## src/rtl/vga_timing_param.sv

```systemverilog
// vga_timing_param: parametrised VGA/XGA raster timing generator.
// Ports: pclk, rst (async active-low), en (advance), restart (sync to 0,0).
//   Outputs: hcount, vcount, hsync, vsync, hblnk, vblnk, de, line_start, frame_start.
// Optional: define VGA_TIMING_FRAME_CNT_EN to add the 16-bit frame_cnt output.
module vga_timing_param #(
  parameter int   H_ACTIVE = 1024,
  parameter int   H_FP     = 24,
  parameter int   H_SYNC   = 136,
  parameter int   H_BP     = 160,
  parameter int   V_ACTIVE = 768,
  parameter int   V_FP     = 3,
  parameter int   V_SYNC   = 6,
  parameter int   V_BP     = 29,
  parameter logic HS_POL   = 1'b0,
  parameter logic VS_POL   = 1'b0,
  parameter int   CW       = 11
) (
  input  logic          pclk,
  input  logic          rst,
  input  logic          en,
  input  logic          restart,
`ifdef VGA_TIMING_FRAME_CNT_EN
  output logic [15:0]   frame_cnt,
`endif
  output logic [CW-1:0] hcount,
  output logic [CW-1:0] vcount,
  output logic          hsync,
  output logic          vsync,
  output logic          hblnk,
  output logic          vblnk,
  output logic          de,
  output logic          line_start,
  output logic          frame_start
);

  localparam int H_TOTAL = H_ACTIVE + H_FP + H_SYNC + H_BP;
  localparam int V_TOTAL = V_ACTIVE + V_FP + V_SYNC + V_BP;

  localparam logic [CW-1:0] H_LAST = CW'(H_TOTAL - 1);
  localparam logic [CW-1:0] V_LAST = CW'(V_TOTAL - 1);
  localparam logic [CW-1:0] H_ACT  = CW'(H_ACTIVE);
  localparam logic [CW-1:0] V_ACT  = CW'(V_ACTIVE);
  localparam logic [CW-1:0] HS_BEG = CW'(H_ACTIVE + H_FP);
  localparam logic [CW-1:0] HS_END = CW'(H_ACTIVE + H_FP + H_SYNC - 1);
  localparam logic [CW-1:0] VS_BEG = CW'(V_ACTIVE + V_FP);
  localparam logic [CW-1:0] VS_END = CW'(V_ACTIVE + V_FP + V_SYNC - 1);

  // Totals that do not fit the counters would silently alias.
  if ((H_TOTAL > (1 << CW)) || (V_TOTAL > (1 << CW))) begin : g_bad_cw
    $error("vga_timing_param: H_TOTAL/V_TOTAL exceed 2**CW");
  end

  logic [CW-1:0] r_hcount;
  logic [CW-1:0] r_vcount;
  logic          r_hsync;
  logic          r_vsync;
  logic          r_hblnk;
  logic          r_vblnk;
  logic          r_de;
  logic          r_line_start;
  logic          r_frame_start;
  logic          r_restart_d;

  logic          w_h_last;
  logic          w_v_last;
  logic [CW-1:0] w_h_next;
  logic [CW-1:0] w_v_next;
  logic [CW-1:0] w_h_sel;
  logic [CW-1:0] w_v_sel;
  logic          w_load;
  logic          w_hs_act;
  logic          w_vs_act;
  logic          w_hb;
  logic          w_vb;
  logic          w_ls;
  logic          w_fs;
  logic          w_rs_first;

  assign w_h_last = (r_hcount == H_LAST);
  assign w_v_last = (r_vcount == V_LAST);
  assign w_h_next = w_h_last ? '0 : r_hcount + 1'b1;
  assign w_v_next = !w_h_last ? r_vcount :
                    (w_v_last ? '0 : r_vcount + 1'b1);

  // Restart wins over en; the selected value feeds both counters
  // and flags so they change together.
  assign w_load  = restart | en;
  assign w_h_sel = restart ? '0 : w_h_next;
  assign w_v_sel = restart ? '0 : w_v_next;

  assign w_hs_act = (w_h_sel >= HS_BEG) && (w_h_sel <= HS_END);
  assign w_vs_act = (w_v_sel >= VS_BEG) && (w_v_sel <= VS_END);
  assign w_hb     = (w_h_sel >= H_ACT);
  assign w_vb     = (w_v_sel >= V_ACT);

  // A held restart only strobes on its first cycle.
  assign w_rs_first = restart & ~r_restart_d;
  assign w_ls = restart ? w_rs_first : (en & w_h_last);
  assign w_fs = restart ? w_rs_first : (en & w_h_last & w_v_last);

  always_ff @(posedge pclk or negedge rst) begin
    if (!rst) begin
      r_hcount      <= '0;
      r_vcount      <= '0;
      r_hsync       <= ~HS_POL;
      r_vsync       <= ~VS_POL;
      r_hblnk       <= 1'b0;
      r_vblnk       <= 1'b0;
      r_de          <= 1'b1;
      r_line_start  <= 1'b0;
      r_frame_start <= 1'b0;
      r_restart_d   <= 1'b0;
    end else begin
      r_restart_d   <= restart;
      r_line_start  <= w_ls;
      r_frame_start <= w_fs;
      if (w_load) begin
        r_hcount <= w_h_sel;
        r_vcount <= w_v_sel;
        r_hsync  <= w_hs_act ? HS_POL : ~HS_POL;
        r_vsync  <= w_vs_act ? VS_POL : ~VS_POL;
        r_hblnk  <= w_hb;
        r_vblnk  <= w_vb;
        r_de     <= ~w_hb & ~w_vb;
      end
    end
  end

`ifdef VGA_TIMING_FRAME_CNT_EN
  logic [15:0] r_frame_cnt;

  always_ff @(posedge pclk or negedge rst) begin
    if (!rst) begin
      r_frame_cnt <= '0;
    end else if (w_fs) begin
      r_frame_cnt <= r_frame_cnt + 16'd1;
    end
  end

  assign frame_cnt = r_frame_cnt;
`endif

  assign hcount      = r_hcount;
  assign vcount      = r_vcount;
  assign hsync       = r_hsync;
  assign vsync       = r_vsync;
  assign hblnk       = r_hblnk;
  assign vblnk       = r_vblnk;
  assign de          = r_de;
  assign line_start  = r_line_start;
  assign frame_start = r_frame_start;

endmodule

```

## config.mk

```make
export PLATFORM = sky130hd
export DESIGN_NAME = vga_timing_param
export DESIGN_NICKNAME = d
export VERILOG_FILES = /design/src/rtl/vga_timing_param.sv
export SDC_FILE = /design/constraint.sdc
export NUM_CORES = 1
export LEC_CHECK = 0
export ABC_AREA = 1
export CORE_MARGIN = 5
export CORE_UTILIZATION = 52
export DETAILED_ROUTE_END_ITERATION = 16
export GPL_ROUTABILITY_DRIVEN = 1
export PLACE_DENSITY = 0.77
export SYNTH_ARGS = -nofsm -noshare
export SYNTH_HDL_FRONTEND = slang
export SYNTH_SLANG_ARGS = --single-unit
```

## constraint.sdc

```tcl
create_clock -name pclk -period 2.4 [get_ports pclk]
set_clock_uncertainty 0.2 [all_clocks]
set_input_delay 0.6 -clock pclk [delete_from_list [all_inputs] [get_ports pclk]]
set_output_delay 0.6 -clock pclk [all_outputs]
set_load 0.005 [all_outputs]
```

==> flow_summary.ini, run 1 <==
[outcome]
status = completed

[timing]
fin_crit_sh_pct = 91.7
final.setup.worst_slack_ns = 0.198
min_period_ns = 2.20
tightest_slew_ns = 0.403
drv_slew = 0
finalSetupViolCount = 0
fmaxAchievable_mhz = 454
slew_headroom_pct = 73.1
hold_viol = 0
tns_ns = 0
rsz0062_at_grt = false

[grt]
grt_pass1_wl_um = 7940
track_usage_pct = 20.1
gr-total-overflow = 0
grt_pass1_vias = 1758
grt_max_degree = 31
antenna_found_initial = 0

[placed_design]
place_ws_ns = 0.201
place.gp.congestion = 0.999
place_area_sq_um = 2300
dp_hpwl_um = 3420
io_buffers = 32

[synth]
synth.net_count = 267
async_flop_share_pct = 100
ys_seq_area_share_pct = 40.1
syn_area_sq_um = 1880
yosysTopAreaCell = dfrtp_1
postSynthAreaPerCell_sq_um = 7.23
yosysWarnings = 0
synth_area_leaders = dfrtp_1, nand2_1, nor2_1, inv_1, nand3_1
syn_inst = 260
synthFlopType = dfrtp_1
ys_seq_elements = 30
synth_cell_types = 31
yosys.area.top_type_share_pct = 35.9
synth_edf_count = 0

[clocking]
post_cts_buffers = 0
cts_resized = 0
worstSkewPairLatency_ns = 0.34
clockBufferDepth = 2
clk_pin_slew_ns = 0.10
hold_buffers = 0
cts_buffers = 5
htree_levels = 2
cts_tree = yes
cts-root-buf = clkbuf_4
clock_sinks = 30

[die]
coreArea_sq_um = 3420
rows = 21
die_area_sq_um = 4920
start_util_pct = 55.1
io_pins = 33
die_height_um = 70.1
die_w_um = 70.1

[setup_path]
slowest_stage = clkdlybuf4s50_1
path_delay_family = buffers and inverters
crit_chain = clkdlybuf4s50_1
cp_max_fo = 9
critPathKind = reg2out
cp_slowest_stage_delay_ns = 0.56
cp_data_arrival_time_ns = 1.40
critPathBufInv = 1
critPathLaunchType = flip-flop
crit_path_end_kind = primary output
cp.required_ns = 1.60

[final_layout]
layout.nets = 311
fill_cells = 312
antennaDiodeCount = 0
final_cell_area_sq_um = 2360
final_core_util_pct = 69.2
areaGrowthSynthToFinish_pct = 25.6
drive_above_1_share_pct = 13.4

[flow_run]
maxCapViolations = 0

[power_and_ir_drop]
vdd_drop_max_uv = 255
p_leak_uw = 0.00114
power_uw = 968
power.density_nw_per_um2 = 410

[route]
drt_wl_total_um = 4590
wire_per_inst_um = 13.1
route.detailed.drc = 0
ant_nets = 0
vias = 1810
drtIter0Drc = 179
drtPass1Iterations = 4
routed_via_density = 5.16

[hold_path]
hold_class = reg2reg
state kept, by name, indices dropped and copies added (netlist names):
signal	count
de	1
frame_start	1
hblnk	1
hcount	11
hsync	1
line_start	1
r_restart_d	1
vblnk	1
vcount	11
vsync	1
synthesized netlist by cell type, types with 2 or more instances:
master / instances
nand2_1: 75
dfrtp_1: 27
nand3_1: 20
o22ai_1: 10
nor2_1: 33
inv_2: 4
xor2_1: 8
clkbuf_1: 2
nor3_1: 3
or2_2: 2
dfstp_2: 3
nor2_2: 4
inv_1: 30
nand2_2: 2
nand3_2: 3
o21ai_0: 13
nand4_1: 3
o21ai_2: 2
a21oi_1: 2
ha_1: 3
tightest hold or removal path: stages (launching register included):
cell	delay, ns
dfstp_2	0.38
nand2_1	0.06
nand2_1	0.05
per-stage QoR:
step | hold slack (ns) | instances
global placement | 0.256 | 343
floorplan | 0.104 | 260
global route | 0.306 | 351
finish | 0.280 | 351
CTS | 0.285 | 351
detailed placement | 0.269 | 343
worst paths after layout:
path / from / depth (start not counted) / end / slack [ns]
setup / recovery: vcount[2] / 1 / vcount[2] / 0.20
hold / removal: de / 2 / de / 0.28
setup reg to reg: hcount[1] / 13 / vsync / 0.20
hold reg to reg: de / 2 / de / 0.28
max in group asynchronous: rst / 2 / de / 1.23
min in group asynchronous: rst / 2 / vcount[10] / 0.44
final cells by class:
cell class	instances	area, sq um	area share (%)
Clock buffer	6	51.3	2.17
Sequential cell	30	754	31.9
Inverter	35	131	5.56
Tap cell	46	57.6	2.44
Multi-Input combinational cell	191	967	40.9
Timing Repair Buffer	41	388	16.4
Clock inverter	2	12.5	0.530
metal layers:
| metal | track usage, % | vias up | wire (um) |
|---|---|---|---|
| li1 | - | 921 | - |
| met1 | 25.5 | 827 | 2110 |
| met2 | 33.1 | 53 | 2150 |
| met3 | 5.16 | 9 | 254 |
| met4 | 7.02 | 0 | 70 |
| met5 | 0 | - | 0 |
logic make-up (layout without fill, tap and decap cells):
family | Yosys count | after routing | share of synthesized area, %
flip-flops | 30 | 30 | 40.1
buffers and inverters | 39 | 84 | 8.45
adder cells (fa/ha/maj) | 3 | 3 | 2.00
XOR/XNOR | 8 | 8 | 3.73
AND/OR/NAND/NOR | 150 | 150 | 36.1
AO/OA/AOI/OAI | 30 | 30 | 9.65
report_power, final:
group	leakage (uW)	internal, uW	switching (uW)	total [uW]
clock	0.0000343	141	189	330
combinational	0.000711	51.2	51.7	103
sequential	0.000399	521	13.8	535
total	0.00114	713	255	968
layout by cell type, fill, tap and decap left out, drive strengths merged:
cell / count
ha: 3
xor2: 8
nand2: 78
nand4: 3
a22o: 1
o21ai: 15
nand3: 23
clkbuf: 6
clkinv: 2
inv: 34
dfstp: 3
clkdlybuf4s50: 32
or2: 3
o211ai: 1
nor2: 39
o22ai: 10
dfrtp: 27
a32o: 1
clkinvlp: 1
nor3: 4
buf: 9
a21oi: 2
(Power assumes the default switching activity.)
==> run 2: changes to the inputs <==
CORE_MARGIN = 1.5   (was 5)
CORE_UTILIZATION = 60   (was 52)
CTS_CLUSTER_DIAMETER = 80   (was default)
DONT_BUFFER_PORTS = 1   (was default)
PLACE_DENSITY = 0.74   (was 0.77)
==> run 2 against run 1 <==
  * Sequential power is essentially flat
  * Design area shrank 15%
  * Register-to-register slack better by 0.09 ns
  * Die area is 29% lower
  * Largest power group unchanged
==> flow_summary.ini, run 2 (synthesis results as in run 1) <==
[clocking]
htree_levels = 2
cts_buffers = 5
cts-root-buf = clkbuf_4
worstSkewPairLatency_ns = 0.32
clk_pin_slew_ns = 0.09
clockBufferDepth = 2
cts_tree = yes
clock_sinks = 30

[final_layout]
areaGrowthSynthToFinish_pct = 6.52
layout.nets = 276
final_common_cell = nand2_1
antennaDiodeCount = 0
fin_cells = 303
drive_above_1_share_pct = 12.6
final_cell_mix = nand2_1, nor2_1, inv_1

[hold_path]
hold_class = in2reg
min-delay-start = restart

[grt]
grt_pass1_wl_um = 6760
gr-total-overflow = 0
grt_max_degree = 31
track_usage_pct = 26.1
antenna_found_initial = 0
grt_pass1_vias = 1481

[timing]
fin_crit_sh_pct = 88.0
tns_ns = 0
tightest_slew_ns = 0.412
drv_slew = 0
min_period_ns = 2.11
finalSetupViolCount = 0
slew_headroom_pct = 72.5
fmaxAchievable_mhz = 474
fin_hold_ws_ns = 0.0971
hold_viol = 0
rsz0062_at_grt = false

[die]
start_util_pct = 62.6
io_pins = 33
rows = 20
die_height_um = 59.0
coreArea_sq_um = 3000
die_area_sq_um = 3480
die_w_um = 59.0

[route]
routed_via_density = 5.58
route.met2.wl_um = 2060
ant_nets = 0
vias = 1690
drtPass1Iterations = 4
drtIter0Drc = 121
met3_length_um = 257
drt_wl_total_um = 4280
top_layer = met4
wire_per_inst_um = 14.1
route.detailed.drc = 0
met1Wirelength_um = 1900

[placed_design]
place.gp.congestion = 0.924
dp_hpwl_um = 3090
dp.cells = 293
io_buffers = 0

[flow_run]
maxCapViolations = 0

[outcome]
status = completed

[setup_path]
cp_data_arrival_time_ns = 2.18
reg2reg_from = hcount[0]
cp.required_ns = 2.47
critPathKind = reg2reg
cp_max_fo = 17
crit_path_end_kind = flip-flop
critPathLaunchType = flip-flop
r2r_slack_ns = 0.29
critPathLaunch = hcount[0]

[power_and_ir_drop]
p_leak_uw = 0.00101
power.density_nw_per_um2 = 444
vdd_drop_max_uv = 374
run 2: cell count changes in the layout (fill, tap and decap cells not counted):
cell	before	now
clkinvlp_4	1	0
clkinv_2	1	0
dlygate4sd3_1	0	1
buf_4	9	4
clkbuf_1	0	3
clkbuf_8	1	0
clkdlybuf4s50_1	32	0
buf_12	0	1
run 2: final cells by class:
class | instances | area, sq um
multi-input cells | 191 | 967
inverters | 35 | 131
clock buffers | 8 | 48.8
flip-flops and latches | 30 | 754
well taps | 33 | 41.3
fillers | 262 | 1000
repair buffers | 6 | 60.1
run 2: final timing paths:
check                               to  depth (start not counted)
max                                 de                         11
min                        r_restart_d                          0
max reg2reg                         de                         11
min reg2reg                         de                          2
max in group asynchronous        vsync                          2
min in group asynchronous    vcount[4]                          2
run 2: stage by stage:
stage | total power (uW) | worst slack [ns] | util, % | area [sq um]
3_3_place_gp | 598 | 0.345 | 64.1 | 1920
6_report | 889 | 0.288 | 66.7 | 2000
4_1_cts | 899 | 0.264 | 66.7 | 2000
5_1_grt | 930 | 0.0962 | 66.7 | 2000
2_1_floorplan | 581 | 0.560 | - | 1880
3_5_place_dp | 600 | 0.301 | 64.1 | 1920
run 2: power breakdown:
group | internal, uW | total, uW | switching [uW] | leakage, uW
clock | 117 | 285 | 169 | 0.0000265
combinational | 25.0 | 67.3 | 42.3 | 0.000585
sequential | 521 | 536 | 15.1 | 0.000399
run 2: layer usage:
layer	vias up	global-route usage, %
li1	847	-
met1	784	34.6
met2	52	41.0
met3	7	7.64
met4	0	8.77
met5	-	0
run 2: what timing repair did:
item                                   in CTS  in global routing
hold buffers                                2                  0
setup buffers                               0                  0
endpoints found under the hold margin      30                  0
resized for setup                           0                  0
run 2: worst max-delay path: stages (launching register included):
cell and delay (ns):
dfrtp_1 0.42, ha_1 0.22, nand2_2 0.08, nor2_4 0.10, nand2_4 0.07, nor2_8 0.24, nand4_1 0.14, xor2_1 0.26
nor2_1 0.08, nor2_2 0.12, nand2_1 0.06, nand2_1 0.05
==> edit 1, RTL diff (settings of run 2) <==
`CW`: 11 -> 12.
--- a/src/rtl/vga_timing_param.sv
+++ b/src/rtl/vga_timing_param.sv
@@ -15,3 +15,3 @@
   parameter logic VS_POL   = 1'b0,
-  parameter int   CW       = 11
+  parameter int   CW       = 12
 ) (
Ports: changed (resized hcount and vcount); port bits go from 33 to 35. The function was not compared with the original's and may differ.
==> edit 1 against run 2 <==
Design area up 18%. Global-route usage increased by 3.1 points. Hold slack gained 46 ps. Via count increased by 22%. Die area grew 17%. Synthesized cell count is 25% higher. Sequential cell count up 2. Synthesized area is 18% higher. Total power up 18%. Wire length up 26%. Fmax decreased by 3.8%. Setup slack worse by 83 ps. Critical path type unchanged. Critical endpoint is now vsync$_DFFE_PN1P_. Largest power group unchanged.
==> edit 1: results (changes against run 2) <==
status finished clean (unchanged); DR WL/cell 14.31 µm (was 14.11 µm); Vias/cell 5.463 (was 5.578); hold crit path type in -> reg (unchanged); pre-CTS WS 227.4 ps (was 300.7 ps); master cell of the clock root buffer clkbuf_8 (was clkbuf_4); Max Fanout on Critical Path 6 (was 17); clk_lat worst skew 290 ps (was 320 ps); first-pass GRT wire length 9108 µm (was 6755 µm); Lkg Pwr 1.165 nW (was 1.011 nW); initial antenna violation count 0 (unchanged); sequential share of the synthesized area 36.37% (was 40.12%); Distinct cells, synth 32 (was 31); hpwl dp 4018 µm (was 3089 µm); DP Area 0.002247 mm² (was 0.001924 mm²); clk buf depth 2 (unchanged); Clock Pin Slew Worst Setup and Hold Paths 70 ps (was 90 ps); PortBufs 0 (unchanged); Post-Syn Nets 333 (was 267); Max-Slew Margin vs Limit 70.22% (was 72.53%); worst endpoint data arrival time 2210 ps (was 2180 ps); vias in the first global route 1948 (was 1481); H-tree levels 2 (unchanged); 1st-iter DRT viols 135 (was 121); Max IR drop VDD 0.0003808 V (was 0.0003740 V); total CTS buffers 5 (unchanged); Nets 336 (was 276); first-pass iteration count of the detailed router 4 (unchanged); # diodes 0 (unchanged); synth top area cells dfrtp_1, nand2_1, nand3_1 (was dfrtp_1, nand2_1, nor2_1); Total GRT Usage 29.22% (was 26.08%); final RePlAce weighted congestion 0.9345 (was 0.9237); Post-CTS Setup Bufs 0 (unchanged); FFs w/ async S/R, synth 100.0% (unchanged); most frequent cells after synthesis nand2_1, inv_1, nor2_1, nand3_1, dfrtp_1 (was nand2_1, nor2_1, inv_1, dfrtp_1, nand3_1); Synth warnings 0 (unchanged); pin count of the biggest net entering global routing 33 (was 31); share of cells above drive strength 1 13.33% (was 12.59%)
==> edit 1: cell count changes after synthesis, moves of 4 or more <==
cell,run 2,this run
nand2_1,75,94
nand3_1,20,32
o21ai_0,13,25
o22ai_1,10,1
inv_1,30,38
o21ai_1,0,7
xor2_1,8,2
buf_2,1,5
nor2_4,1,5
==> edit 1: repair_timing <==
item,in CTS,in global routing
hold endpoints to repair,32,0
hold buffers,2,0
endpoints found under the setup margin,0,0
resized for setup,0,0
==> edit 1: final cells by class <==
class	instances	area (µm²)
clock buffer	7	76.32
clock inverter	1	5.005
fill	294	1084
inverter	44	166.4
multi-input combinational	241	1196
sequential	32	804.5
tap	46	57.56
timing repair buffer	5	52.55
==> edit 1: layer usage <==
metal  GRT usage [%]  vias to the layer above  wire [µm]
met2           50.39                       51       2714
met4           10.33                        0         77
li1                -                     1044          -
met3           6.964                        7        264
met5               0                        -          0
met1           35.43                      952       2323
==> edit 1: where the power goes <==
group	switching (W)	leakage, nW	internal [W]	total, W
registers	0.0000169	0.426	0.000556	0.000573
logic	0.0000572	0.697	0.0000249	0.0000821
clock network	0.000191	0.0422	0.000203	0.000394
==> edit 1: critical path, stage by stage, from the launching register on <==
cell and delay [ps]:
dfrtp_1 470, ha_1 320, nand2_1 100, nor2_1 240, nand4_1 160, nand2_1 90, nand2_1 60, nor2_2 120
nand2_2 80, nor2_1 100, nand3_1 70, nand2_1 60, nand2_1 50
==> edit 1: cells by family (layout without fill, tap and decap cells) <==
kind of cell | Yosys count | in the layout | share of synthesized area [%]
compound gates | 44 | 44 | 10.86
xor+xnor | 2 | 2 | 0.7920
fa+ha+maj | 3 | 3 | 1.697
buf+inv | 53 | 57 | 9.672
flops | 32 | 32 | 36.37
simple gates | 192 | 192 | 40.61
==> edit 1: path summary, 6_finish.rpt <==
path / startpoint / to / slack (ps) / cells after the start
worst min-delay path: restart / r_restart_d$_DFF_PN0_ / 140 / 0
worst max-delay path: vcount[1]$_DFFE_PN0P_ / vsync$_DFFE_PN1P_ / 210 / 12
worst max register to register: vcount[1]$_DFFE_PN0P_ / vsync$_DFFE_PN1P_ / 210 / 12
worst min register to register: de$_DFFE_PN1P_ / de$_DFFE_PN1P_ / 280 / 2
min in group asynchronous: rst / vcount[3]$_DFFE_PN0P_ / 560 / 2
max in group asynchronous: rst / hsync$_DFFE_PN1P_ / 1180 / 2
==> edit 1: per-stage QoR <==
stage / power [W] / hold WS (ps) / std cells / util, %
3_5_place_dp: 0.0006490 / 105.1 / 366 / 65.29
5_1_grt: 0.001089 / 132.1 / 376 / 68.52
2_1_floorplan: 0.0006301 / 104.4 / 326 / -
4_1_cts: 0.001056 / 138.4 / 376 / 68.52
6_report: 0.001049 / 143.2 / 376 / 68.52
3_3_place_gp: 0.0006491 / 105.0 / 366 / 65.29
==> edit 2, RTL diff (flow settings as in run 2) <==
Without the edit above. Register the output `hsync` once more, with the module's reset; this adds one clock of latency there. The other outputs are not delayed to match.
--- a/src/rtl/vga_timing_param.sv
+++ b/src/rtl/vga_timing_param.sv
@@ -144,3 +144,9 @@
   assign vcount      = r_vcount;
-  assign hsync       = r_hsync;
+  always_ff @(posedge pclk or negedge rst) begin
+    if (!rst) begin
+      hsync <= '0;
+    end else begin
+      hsync <= r_hsync;
+    end
+  end
   assign vsync       = r_vsync;
Formal check against the unedited RTL: not equivalent (a bounded check fails within 4 cycles, from zero or initial values and one cycle with rst low).
==> edit 2 against run 2 <==
Synthesized area up 1.3%. Total power rose by 3.7%. First-iteration DRC count down 17%. Sequential power is 4% higher. Setup slack worse by 150 ps. Sequential cell count grew 1. Count of clock-buffer cells in the layout shrank 1. Wire length fell by 1.6%. Design area is 1.6% higher. Largest cell class unchanged. Largest power group unchanged. Highest routed layer unchanged.
==> edit 2: results (changes against run 2) <==
Synth Area in Compound Gates 9.521% (was 9.647%); Lkg Pwr 1.018 nW (was 1.011 nW); synthesized area per cell 7.301 µm² (was 7.233 µm²); most frequent cells after synthesis nand2_1, nor2_1, inv_1, dfrtp_1, nand3_1 (unchanged); Finished Layout Cells 314 (was 303); worst endpoint data arrival time 2340 ps (was 2180 ps); Fillers 273 (was 262); Synth Area in Adders 1.970% (was 1.996%); Total GRT Usage 26.69% (was 26.08%); Plain + repair buffers 5 (was 6); Hold WS 87.00 ps (was 97.10 ps); WL final 4205 µm (was 4275 µm); PD cells 452.8 mW/mm² (was 443.7 mW/mm²); Max-Slew Margin vs Limit 74.58% (was 72.53%); DP Area 0.001956 mm² (was 0.001924 mm²); Max IR drop VDD 0.0003845 V (was 0.0003740 V); metal3 WL 269 µm (was 257 µm); CTS Sinks 31 (was 30); status finished clean (unchanged); Clock buffer cells 7 (was 8); CP max stage delay 450 ps (was 420 ps); post-layout min period 2260 ps (was 2112 ps); pin count of the biggest net entering global routing 32 (was 31); 1st-iter DRT viols 100 (was 121); multi-input gates 191 (unchanged); Reg area 779.5 µm² (was 754.5 µm²); Inverters 35 (unchanged); r2r setup slk 140 ps (was 290 ps); vias in the first global route 1544 (was 1481); Clock Network Area Fraction 2.459% (was 2.436%); Inst Count DP 304 (was 293); pre-CTS WS 195.6 ps (was 300.7 ps); cells after synthesis 261 (was 260); Vias/cell 5.369 (was 5.578); Post-Syn Nets 268 (was 267); DRT met1 WL 1817 µm (was 1896 µm); sequential share of the synthesized area 40.91% (was 40.12%)
## edit 2: power breakdown
| part | internal (W) | switching (W) | total, W |
|---|---|---|---|
| Clock | 0.000114 | 0.000186 | 0.000300 |
| Sequential | 0.000539 | 0.0000163 | 0.000555 |
| Combinational | 0.0000240 | 0.0000423 | 0.0000663 |
| Total | 0.000677 | 0.000245 | 0.000922 |
## edit 2: timing repair
| action | CTS | global route |
|---|---|---|
| endpoints found under the hold margin | 31 | 0 |
| setup endpoints to repair | 0 | 0 |
| buffers inserted | 0 | 0 |
| hold buffers | 2 | 0 |
## edit 2: worst reg2reg max path: cells and delay by family, from the launching register on
family	cells	cell delay [ps]
XOR/XNOR	1	270
flip-flops	1	450
adder cells (fa/ha/maj)	1	230
AND/OR/NAND/NOR	9	1060
## edit 2: per-layer routing
metal	GRT usage [%]	vias up
met1	34.40	768
met3	8.515	7
li1	-	854
met5	0	-
met2	42.23	57
met4	9.091	0
